[config.mk]
export PLATFORM = sky130hd
export DESIGN_NAME = pipe_ctrl
export DESIGN_NICKNAME = d
export VERILOG_FILES = /design/src/rtl/pipe_pkg.sv /design/src/rtl/pipe_ctrl_sat_counter.sv /design/src/rtl/pipe_ctrl.sv
export SDC_FILE = /design/constraint.sdc
export NUM_CORES = 1
export LEC_CHECK = 0
export ABC_CLOCK_PERIOD_IN_PS = 2310
export BUFFER_PORTS_ARGS = -buffer_cell sky130_fd_sc_hd__buf_2
export CORE_MARGIN = 3
export CORE_UTILIZATION = 40
export CTS_CLUSTER_SIZE = 14
export DETAILED_ROUTE_END_ITERATION = 8
export PLACE_DENSITY = 0.77
export SYNTH_ARGS = -nofsm -noshare
export SYNTH_HDL_FRONTEND = slang
export SYNTH_HIERARCHICAL = 1
export SYNTH_SLANG_ARGS = --single-unit
[constraint.sdc]
create_clock -name clk -period 2.31 [get_ports clk]
set_input_delay 0.462 -clock clk [delete_from_list [all_inputs] [get_ports clk]]
set_output_delay 0.462 -clock clk [all_outputs]
set_load 0.01 [all_outputs]
[src/rtl/pipe_pkg.sv]
// Shared definitions for the pipeline sequencer: stage index constants,
// default stage count and stage index width.
package pipe_pkg;

    localparam int DEF_NUM_STAGES = 5;
    localparam int STAGE_W        = $clog2(DEF_NUM_STAGES);

    localparam int STG_IF  = 0;
    localparam int STG_ID  = 1;
    localparam int STG_EX  = 2;
    localparam int STG_MEM = 3;
    localparam int STG_WB  = 4;

endpackage

[src/rtl/pipe_ctrl_sat_counter.sv]
// Saturating up-counter used for the optional pipeline performance counters.
// Holds at all-ones instead of wrapping; clr zeroes it synchronously.
module sat_counter #(
    parameter int CNT_W = 32
) (
    input  logic             clk,
    input  logic             rst_n,
    input  logic             clr,
    input  logic             en,
    output logic [CNT_W-1:0] count
);

    // Count enabled events, stop at all-ones
    always_ff @(posedge clk) begin
        if (!rst_n) begin
            count <= '0;
        end else if (clr) begin
            count <= '0;
        end else if (en && (count != {CNT_W{1'b1}})) begin
            count <= count + CNT_W'(1);
        end else begin
            count <= count;
        end
    end

endmodule

[src/rtl/pipe_ctrl.sv]
// Pipeline sequencer: per-stage valid bits, load enables, bubble clears and
// kill strobes for an N-stage in-order core (stage 0 = IF, N-1 = WB).
// Define PIPE_PERF_CNT_EN to add stall/flush/retire performance counters.
module pipe_ctrl
    import pipe_pkg::*;
#(
    parameter int NUM_STAGES = DEF_NUM_STAGES,
    parameter int HAZ_STAGE  = STG_ID,
    parameter int CNT_W      = 32
) (
    input  logic                          clk,
    input  logic                          rst_n,
    input  logic                          fetch_en,
    input  logic [NUM_STAGES-1:0]         busy,
    input  logic                          hazard_stall,
    input  logic [NUM_STAGES-1:0]         redirect_valid,
    output logic                          redirect_ready,
    output logic [$clog2(NUM_STAGES)-1:0] redirect_idx,
    output logic                          pc_en,
    output logic                          pc_redirect,
    output logic [NUM_STAGES-1:0]         stage_en,
    output logic [NUM_STAGES-1:0]         stage_clr,
    output logic [NUM_STAGES-1:0]         kill,
    output logic [NUM_STAGES-1:0]         valid
`ifdef PIPE_PERF_CNT_EN
    ,
    output logic [CNT_W-1:0]              stall_cnt,
    output logic [CNT_W-1:0]              flush_cnt,
    output logic [CNT_W-1:0]              retire_cnt
`endif
);

    localparam int IDX_W = $clog2(NUM_STAGES);

    logic [NUM_STAGES-1:0] valid_r;
    logic [NUM_STAGES-1:0] busy_eff_s;
    logic [NUM_STAGES:0]   hold_raw_s;
    logic [NUM_STAGES-1:0] hold_s;
    logic [NUM_STAGES-1:0] kill_s;
    logic [NUM_STAGES-1:0] en_s;
    logic [NUM_STAGES-1:0] nvalid_s;
    logic [NUM_STAGES-1:0] clr_s;
    logic                  req_found_s;
    logic [IDX_W-1:0]      req_idx_s;
    logic                  accept_s;

    // Back-pressure chain from WB down to IF; an empty stage never holds
    always_comb begin
        hold_raw_s             = '0;
        hold_raw_s[NUM_STAGES] = 1'b0;
        for (int i = NUM_STAGES - 1; i >= 0; i--) begin
            hold_raw_s[i] = valid_r[i] & (busy_eff_s[i] | hold_raw_s[i+1]);
        end
    end

    // Pick the oldest (highest-index) valid stage requesting a redirect
    always_comb begin
        req_found_s = 1'b0;
        req_idx_s   = '0;
        for (int i = 0; i < NUM_STAGES; i++) begin
            req_found_s = (redirect_valid[i] & valid_r[i]) ? 1'b1 : req_found_s;
            req_idx_s   = (redirect_valid[i] & valid_r[i]) ? IDX_W'(i) : req_idx_s;
        end
    end

    // A redirect is taken only if its own stage can advance this cycle
    always_comb begin
        accept_s = rst_n & req_found_s & ~hold_raw_s[req_idx_s];
    end

    genvar g;
    generate
        for (g = 0; g < NUM_STAGES; g++) begin : g_stage
            if (g == HAZ_STAGE) begin : g_haz
                assign busy_eff_s[g] = busy[g] | hazard_stall;
            end else begin : g_nohaz
                assign busy_eff_s[g] = busy[g];
            end

            // Younger stages behind an accepted redirect are flushed, never held
            assign kill_s[g] = accept_s & (IDX_W'(g) < req_idx_s);
            assign hold_s[g] = hold_raw_s[g] & ~kill_s[g];
            assign en_s[g]   = ~hold_s[g];

            if (g == 0) begin : g_if
                assign nvalid_s[g] = en_s[g] ? fetch_en : valid_r[g];
            end else begin : g_later
                assign nvalid_s[g] = hold_s[g] ? valid_r[g]
                                   : (valid_r[g-1] & ~hold_s[g-1] & ~kill_s[g-1]);
            end

            assign clr_s[g] = en_s[g] & ~nvalid_s[g];

            // Per-stage valid bit, cleared by reset
            always_ff @(posedge clk) begin
                if (!rst_n) begin
                    valid_r[g] <= 1'b0;
                end else begin
                    valid_r[g] <= nvalid_s[g];
                end
            end
        end
    endgenerate

    // Combinational control outputs are quiet while reset is asserted
    always_comb begin
        stage_en       = {NUM_STAGES{rst_n}} & en_s;
        stage_clr      = {NUM_STAGES{rst_n}} & clr_s;
        kill           = {NUM_STAGES{rst_n}} & kill_s;
        redirect_ready = accept_s;
        redirect_idx   = rst_n ? req_idx_s : '0;
        pc_en          = rst_n & (en_s[0] | accept_s);
        pc_redirect    = accept_s;
        valid          = valid_r;
    end

`ifdef PIPE_PERF_CNT_EN
    sat_counter #(.CNT_W(CNT_W)) u_stall_cnt (
        .clk   (clk),
        .rst_n (rst_n),
        .clr   (1'b0),
        .en    (rst_n & hold_s[0]),
        .count (stall_cnt)
    );

    sat_counter #(.CNT_W(CNT_W)) u_flush_cnt (
        .clk   (clk),
        .rst_n (rst_n),
        .clr   (1'b0),
        .en    (accept_s),
        .count (flush_cnt)
    );

    sat_counter #(.CNT_W(CNT_W)) u_retire_cnt (
        .clk   (clk),
        .rst_n (rst_n),
        .clr   (1'b0),
        .en    (rst_n & valid_r[NUM_STAGES-1] & ~hold_s[NUM_STAGES-1]),
        .count (retire_cnt)
    );
`endif

endmodule
---- Yosys cells after proc, flatten, opt, wreduce, memory -nomap -nowiden ----
Cells that the tools add are included.
operators by class
  mux-type cells .......................... 17
  div/mod/pow operators ................... 0
  multiply operators ...................... 0
  equality and inequality tests ........... 0
  reduce and logical (&&, ||, !) cells .... 0
  magnitude comparators ................... 6
  add/subtract/negate cells ............... 0
  bitwise operators ....................... 61
  shifts and indexed selects .............. 0
operators by type and width
  kind                number
  $and 1x1->1         36
  $not 1->1           16
  $and 5x5->5         3
  $mux 1              12
  $lt 1x3->1 const A  2
  $lt 2x3->1 const A  2
  $mux 3              2
  $or 1x1->1          6
  $lt 3x4->1 const B  1
  $mux 2              2
  $bmux 1 s3          1
  $lt 3x3->1 const A  1
storage, ports and cells
  memories ................................ 0
  output and inout bits ................... 26
  RAM bits ................................ 0
  bits in latches ......................... 0
  input port bits ......................... 14
  register bits ........................... 5
  logic and storage cells ................. 89
  ROM bits ................................ 0

---- Depth between registers and ports, before layout ----
  depth in word-level cells ............... 23
  gate-level depth with buffers ........... 6
  mapped depth without buffers ............ 5

---- Least setup slack after synthesis ----
Ideal clock, no wire load.
  path type ............................... input-to-output
  from .................................... input redirect_valid[3]
  to ...................................... output stage_clr[0]
  stages on the path ...................... 5
  data arrival time ....................... 1.605 ns
  buffers on the path ..................... 0
  required time ........................... 1.848 ns
  slack ................................... 0.243 ns
  path through ............................ and2_4 -> a311oi_2 -> o211ai_2 -> o311a_4 -> o311a_1
between the ends
  longest elaborated chain between the ends .. 14
  elaborated cells on any way between the ends .. 19
  classes of those cells .................. order compare (1); mux (7); bitwise (11)
RTL lines
  what                          RTL line                          RTL
  start, declared               pipe_ctrl.sv:16                   input logic [NUM_STAGES-1:0] redirect_valid,
  $and 1x1->1 (*)               pipe_ctrl.sv:61, pipe_ctrl.sv:62
  $mux 2                        pipe_ctrl.sv:62                   req_idx_s = (redirect_valid[i] & valid_r[i]) ? IDX_W'(i) : req_idx_s;
  $mux 3                        pipe_ctrl.sv:62
  $bmux 1 s3                    pipe_ctrl.sv:68                   accept_s = rst_n & req_found_s & ~hold_raw_s[req_idx_s];
  $mux 1 (implied by the code)  pipe_ctrl.sv:68
  $not 1->1                     pipe_ctrl.sv:68
  $and 1x1->1                   pipe_ctrl.sv:68
  $and 1x1->1 (*)               pipe_ctrl.sv:81                   assign kill_s[g] = accept_s & (IDX_W'(g) < req_idx_s);
  $not 1->1 (*)                 pipe_ctrl.sv:82                   assign hold_s[g] = hold_raw_s[g] & ~kill_s[g];
  $and 1x1->1 (*)               pipe_ctrl.sv:82
  $mux 1                        pipe_ctrl.sv:86                   assign nvalid_s[g] = en_s[g] ? fetch_en : valid_r[g];
  $not 1->1                     pipe_ctrl.sv:92                   assign clr_s[g] = en_s[g] & ~nvalid_s[g];
  $and 1x1->1 (*)               pipe_ctrl.sv:92
  $and 5x5->5 (*)               pipe_ctrl.sv:108                  stage_clr = {NUM_STAGES{rst_n}} & clr_s;
  end, declared                 pipe_ctrl.sv:22                   output logic [NUM_STAGES-1:0] stage_clr,
Mark *: on every way between the ends. The rest lies on a longest branch, timed or not. The select of a mux whose other input is x is not followed.

---- Final worst setup path ----
  from .................................... register valid_r[3], in the netlist valid[3]
  to ...................................... output stage_clr[2]
between the ends
  longest elaborated chain between the ends .. 21
  elaborated cells on any way between the ends .. 33
  classes of those cells .................. order compare (2); mux (7); bitwise (24)
RTL lines
  what                             RTL line                          RTL
  start, declared                  pipe_ctrl.sv:35                   logic [NUM_STAGES-1:0] valid_r;
  start signal, assigned by index  pipe_ctrl.sv:99                   valid_r[g] <= nvalid_s[g];
  $and 1x1->1                      pipe_ctrl.sv:52                   hold_raw_s[i] = valid_r[i] & (busy_eff_s[i] | hold_raw_s[i+1]);
  $or 1x1->1                       pipe_ctrl.sv:52
  $and 1x1->1                      pipe_ctrl.sv:52
  $or 1x1->1                       pipe_ctrl.sv:52
  $and 1x1->1                      pipe_ctrl.sv:52
  $or 1x1->1                       pipe_ctrl.sv:52
  $and 1x1->1                      pipe_ctrl.sv:52
  $bmux 1 s3                       pipe_ctrl.sv:68
  [... 4 more ...]                 --
  $not 1->1                        pipe_ctrl.sv:82, pipe_ctrl.sv:89
  $and 1x1->1                      pipe_ctrl.sv:82
  $not 1->1                        pipe_ctrl.sv:89                   : (valid_r[g-1] & ~hold_s[g-1] & ~kill_s[g-1]);
  $and 1x1->1 (2 in series)        pipe_ctrl.sv:89
  $mux 1                           pipe_ctrl.sv:88                   assign nvalid_s[g] = hold_s[g] ? valid_r[g]
  $not 1->1                        pipe_ctrl.sv:92
  $and 1x1->1 (*)                  pipe_ctrl.sv:92
  $and 5x5->5 (*)                  pipe_ctrl.sv:108
Marks and branches as above.

==> qor.tcl <==
set qor(cp_data_required_time_ns) 1.85
set qor(setup-violations-final) 0
set qor(post_dp_cell_area_um2) 818.3
set qor(seq_power_share_pct) 31.7
set qor(route.vias.total) 791
set qor(timing.final.crit_share_pct) 99.57
set qor(grt.overflow.total) 0
set qor(p_int_mw) 0.1957
set qor(cts_made_buffers) 3
set qor(max-cap-violations) 0
set qor(initial_core_utilization_pct) 44.30
set qor(critPathSlowestCell) {sky130_fd_sc_hd__a211o_2}
set qor(ant_nets_after_route) 0
set qor(hold_viol) 0
set qor(drtPass1Iterations) 4
set qor(reg2reg_to) {valid[0]$_SDFF_PN0_}
set qor(mappedNetlistNets) 96
set qor(pwr_density_cell_nw_per_um2) 330.0
set qor(proportion_of_layout_cells_with_a_drive_suffix_above_1_pct) 51.56
set qor(die_height_um) 44.67
set qor(clockRootBuffer) {sky130_fd_sc_hd__clkbuf_4}
set qor(worstSetupStartpointType) {flip-flop}
set qor(worst_hold_startpoint) {fetch_en}
set qor(grt_first_pass_wirelength_mm) 3.042
set qor(slew_limit_fails) 0
set qor(leakagePower_nw) 0.4425
set qor(p_clk_share_pct) 35.0
set qor(htree_levels) 1
set qor(finish.instance_area_um2) 894.6
set qor(pin_count) 40
set qor(placed_cells_incl_taps) 137
set qor(min_period_ns) 2.300
set qor(ys.warnings.count) 6
set qor(design_power_total_mw) 0.2952
set qor(final_cell_count_no_fill) 143
set qor(path_delay_family) {compound AO/OA/AOI/OAI gates}
set qor(mappedNetlistArea_um2) 598.1
set qor(clkSinkCount) 5
set qor(design.final.nets) 143
set qor(multiInputGateArea_um2) 462.9
set qor(vdd.ir_drop.worst_mv) 0.4715
set qor(crit_chain) {and2_4, a311oi_4, o31ai_1, a211o_2, and3_1, buf_2}
set qor(element_type_at_the_critical_path_end) {output pin}
set qor(synth-seq-cells) 5
set qor(cell_type_with_the_highest_aggregate_area_in_the_netlist) {sky130_fd_sc_hd__dfxtp_1}
set qor(die_area_um2) 1995
set qor(buffer_ports.inserted) 38
set qor(area_growth_syn_to_layout_pct) 49.58
set qor(finalClockSkew_ns) 0.007794
set qor(holdPathStages) 3
set qor(yosysUniqueCellTypes) 34
set qor(post_synthesis_cells) 82
set qor(power_frac_comb_pct) 33.3
set qor(outcome) {complete, no violations}
set qor(drt-vias-per-instance) 5.531
set qor(hold-path-endpoint) {valid[0]$_SDFF_PN0_}
set qor(cpPeakStageDelay_ns) 0.35
set qor(synth-seq-area-share_pct) 16.74
set qor(switching_share_pct) 33.69
set qor(clk_pin_slew_worst_paths_ns) 0.05
set qor(fin_setup_tns_ns) 0
set qor(max_freq_ghz) 0.4348
set qor(hold_path_class) {in -> reg}
set qor(r2r-start) {valid[3]$_SDFF_PN0_}
set qor(drt_drc_violations_left) 0
set qor(final_layout_fill_cell_count) 119
set qor(sequential_cell_area_um2) 108.9
set qor(detail_route.wl_per_cell_um) 13.47
set qor(dp_hpwl_mm) 1.479
set qor(synth_largest_type_area_fraction_pct) 16.74
set qor(critical_path.max_fanout) 6
set qor(antenna-diode-count) 0
set qor(routabilityCongestion) 0.7955
set qor(rsz0062_at_grt) {true}
set qor(first_iter_violations) 23
set qor(row_count) 13
set qor(grt_pass1_vias) 692
set qor(die_width_um) 44.67
set qor(grtUsageTotal_pct) 20.86
set qor(core_box_area_um2) 1350
set qor(grt_start_max_net_pins) 10
set qor(net_load_switching_power_mw) 0.09945
set qor(crit_type) {reg -> out}
set qor(timing.critical_path.arrival_ns) 1.84
set qor(postSynthAreaPerCell_um2) 7.294
set qor(cts_tree) {built}
set qor(worstRegToRegCells) 5
set qor(clockBufferDepth) 2
set qor(r2r_slack_ns) 0.66
set qor(antenna_violations_before_repair) 0
set qor(wl_mm) 1.926
set qor(synth_top_cells_by_area) {sky130_fd_sc_hd__dfxtp_1 (17%), sky130_fd_sc_hd__a21oi_1 (7.5%), sky130_fd_sc_hd__nand2_1 (6.3%)}
set qor(largest_register_ffs) 5
set qor(critical_path_buffers_and_inverters) 1
set qor(clock_latency_reported_for_the_late_side_of_the_worst_skew_pair_ns) 0.25
-- layout by cell type (no fill, tap or decap), types with 2 or more instances in the layout --
cell type / Yosys / routed
sky130_fd_sc_hd__o21ai_0: 2 / 2
sky130_fd_sc_hd__inv_1: 5 / 5
sky130_fd_sc_hd__and2_1: 5 / 4
sky130_fd_sc_hd__nand2_1: 10 / 9
sky130_fd_sc_hd__nor2_1: 10 / 10
sky130_fd_sc_hd__dfxtp_1: 5 / 2
sky130_fd_sc_hd__buf_4: 2 / 9
sky130_fd_sc_hd__o31a_1: 3 / 3
sky130_fd_sc_hd__a22oi_1: 2 / 2
sky130_fd_sc_hd__nor3_1: 2 / 2
sky130_fd_sc_hd__dfxtp_4: 0 / 2
sky130_fd_sc_hd__and2_4: 1 / 2
sky130_fd_sc_hd__a21oi_1: 9 / 8
sky130_fd_sc_hd__nand2b_1: 2 / 2
sky130_fd_sc_hd__buf_2: 0 / 38
sky130_fd_sc_hd__nor2b_1: 2 / 2
sky130_fd_sc_hd__clkbuf_4: 0 / 3
sky130_fd_sc_hd__o32ai_1: 2 / 2
-- per-layer routing --
layer | wire length [um] | GRT usage [%] | share of wire [%] | vias to the layer above
li1 | - | - | - | 392
met1 | 789 | 23.98 | 41 | 355
met2 | 946 | 34.67 | 49 | 38
met3 | 165 | 7.724 | 8.6 | 6
met4 | 25 | 7.831 | 1.3 | 0
met5 | 0 | 0 | 0 | -
-- worst register-to-register path: stages, from the launching register on --
cell and delay [ns]:
sky130_fd_sc_hd__dfxtp_2 0.34, sky130_fd_sc_hd__and2_4 0.17, sky130_fd_sc_hd__nand2b_1 0.21, sky130_fd_sc_hd__o311a_4 0.41
sky130_fd_sc_hd__buf_4 0.14, sky130_fd_sc_hd__o32ai_1 0.28
-- Yosys cell counts --
master	count
sky130_fd_sc_hd__nand2_1	10
sky130_fd_sc_hd__nor2_1	10
sky130_fd_sc_hd__a21oi_1	9
sky130_fd_sc_hd__and2_1	5
sky130_fd_sc_hd__dfxtp_1	5
sky130_fd_sc_hd__inv_1	5
sky130_fd_sc_hd__o31a_1	3
sky130_fd_sc_hd__a22oi_1	2
sky130_fd_sc_hd__buf_4	2
sky130_fd_sc_hd__buf_6	2
sky130_fd_sc_hd__nand2b_1	2
sky130_fd_sc_hd__nor2b_1	2
sky130_fd_sc_hd__nor3_1	2
sky130_fd_sc_hd__o21ai_0	2
sky130_fd_sc_hd__o32ai_1	2
sky130_fd_sc_hd__a211o_2	1
sky130_fd_sc_hd__a211oi_1	1
sky130_fd_sc_hd__a211oi_2	1
sky130_fd_sc_hd__a21o_2	1
sky130_fd_sc_hd__a311oi_2	1
sky130_fd_sc_hd__a31oi_4	1
sky130_fd_sc_hd__and2_4	1
sky130_fd_sc_hd__and3_1	1
sky130_fd_sc_hd__clkbuf_1	1
sky130_fd_sc_hd__conb_1	1
sky130_fd_sc_hd__nand4b_1	1
sky130_fd_sc_hd__nor4_1	1
sky130_fd_sc_hd__o211ai_2	1
sky130_fd_sc_hd__o21a_1	1
sky130_fd_sc_hd__o21ai_2	1
sky130_fd_sc_hd__o311a_1	1
sky130_fd_sc_hd__o311a_4	1
sky130_fd_sc_hd__o31ai_1	1
sky130_fd_sc_hd__or3_1	1
-- stage by stage --
| stage | setup WS [ns] | hold WS, ns | util, % |
|---|---|---|---|
| after global routing | -0.06023 | 0.5249 | 66.27 |
| after floorplan | 0.2435 | 0.5366 | - |
| final | 0.01003 | 0.5022 | 66.27 |
| after global placement | 0.01449 | 0.5281 | 60.61 |
| after detailed placement | -0.02757 | 0.5504 | 60.61 |
| after CTS | -0.03357 | 0.5002 | 64.87 |
-- cell type report --
| class | instances | area share (%) |
|---|---|---|
| Timing Repair Buffer | 47 | 28.81 |
| Clock inverter | 1 | 0.5594 |
| Tap cell | 15 | 2.098 |
| Inverter | 5 | 2.098 |
| Multi-Input combinational cell | 67 | 51.75 |
| Sequential cell | 5 | 12.17 |
| Clock buffer | 3 | 2.517 |
-- cell families (layout without fill, tap and decap cells) --
| group | after synthesis | in the layout | share of synthesized area [%] |
|---|---|---|---|
| AO/OA/AOI/OAI | 30 | 30 | 42.89 |
| flip-flops | 5 | 5 | 16.74 |
| buffers and inverters | 10 | 56 | 10.04 |
| AND/OR/NAND/NOR | 36 | 36 | 29.71 |
| other | 1 | 1 | 0.6270 |
-- power groups by stage --
stage / combinational (mW) / sequential [mW] / clock, mW
after floorplan: 0.0508 / 0.0971 / 0
after global placement: 0.0906 / 0.0966 / 0
after detailed placement: 0.0924 / 0.0969 / 0
after CTS: 0.0969 / 0.0957 / 0.107
after global routing: 0.108 / 0.0944 / 0.113
final: 0.0982 / 0.0937 / 0.103
-- repair_timing --
action,CTS,global route
gates resized for setup,7,4
buffers inserted,1,1
hold buffers,0,0
setup endpoints to repair,6,6
pin swaps,2,2
-- worst max-delay path by stage --
stage                              from      endpoint  cells after the start
floorplan             redirect_valid[3]  stage_clr[0]                      5
global placement      redirect_valid[3]  stage_clr[2]                      7
detailed placement    redirect_valid[3]  stage_clr[2]                      7
CTS                 valid[3]$_SDFF_PN0_  stage_clr[2]                      6
global route        valid[3]$_SDFF_PN0_  stage_clr[0]                      6
finish              valid[3]$_SDFF_PN0_  stage_clr[2]                      6
(Power assumes the default switching activity.)
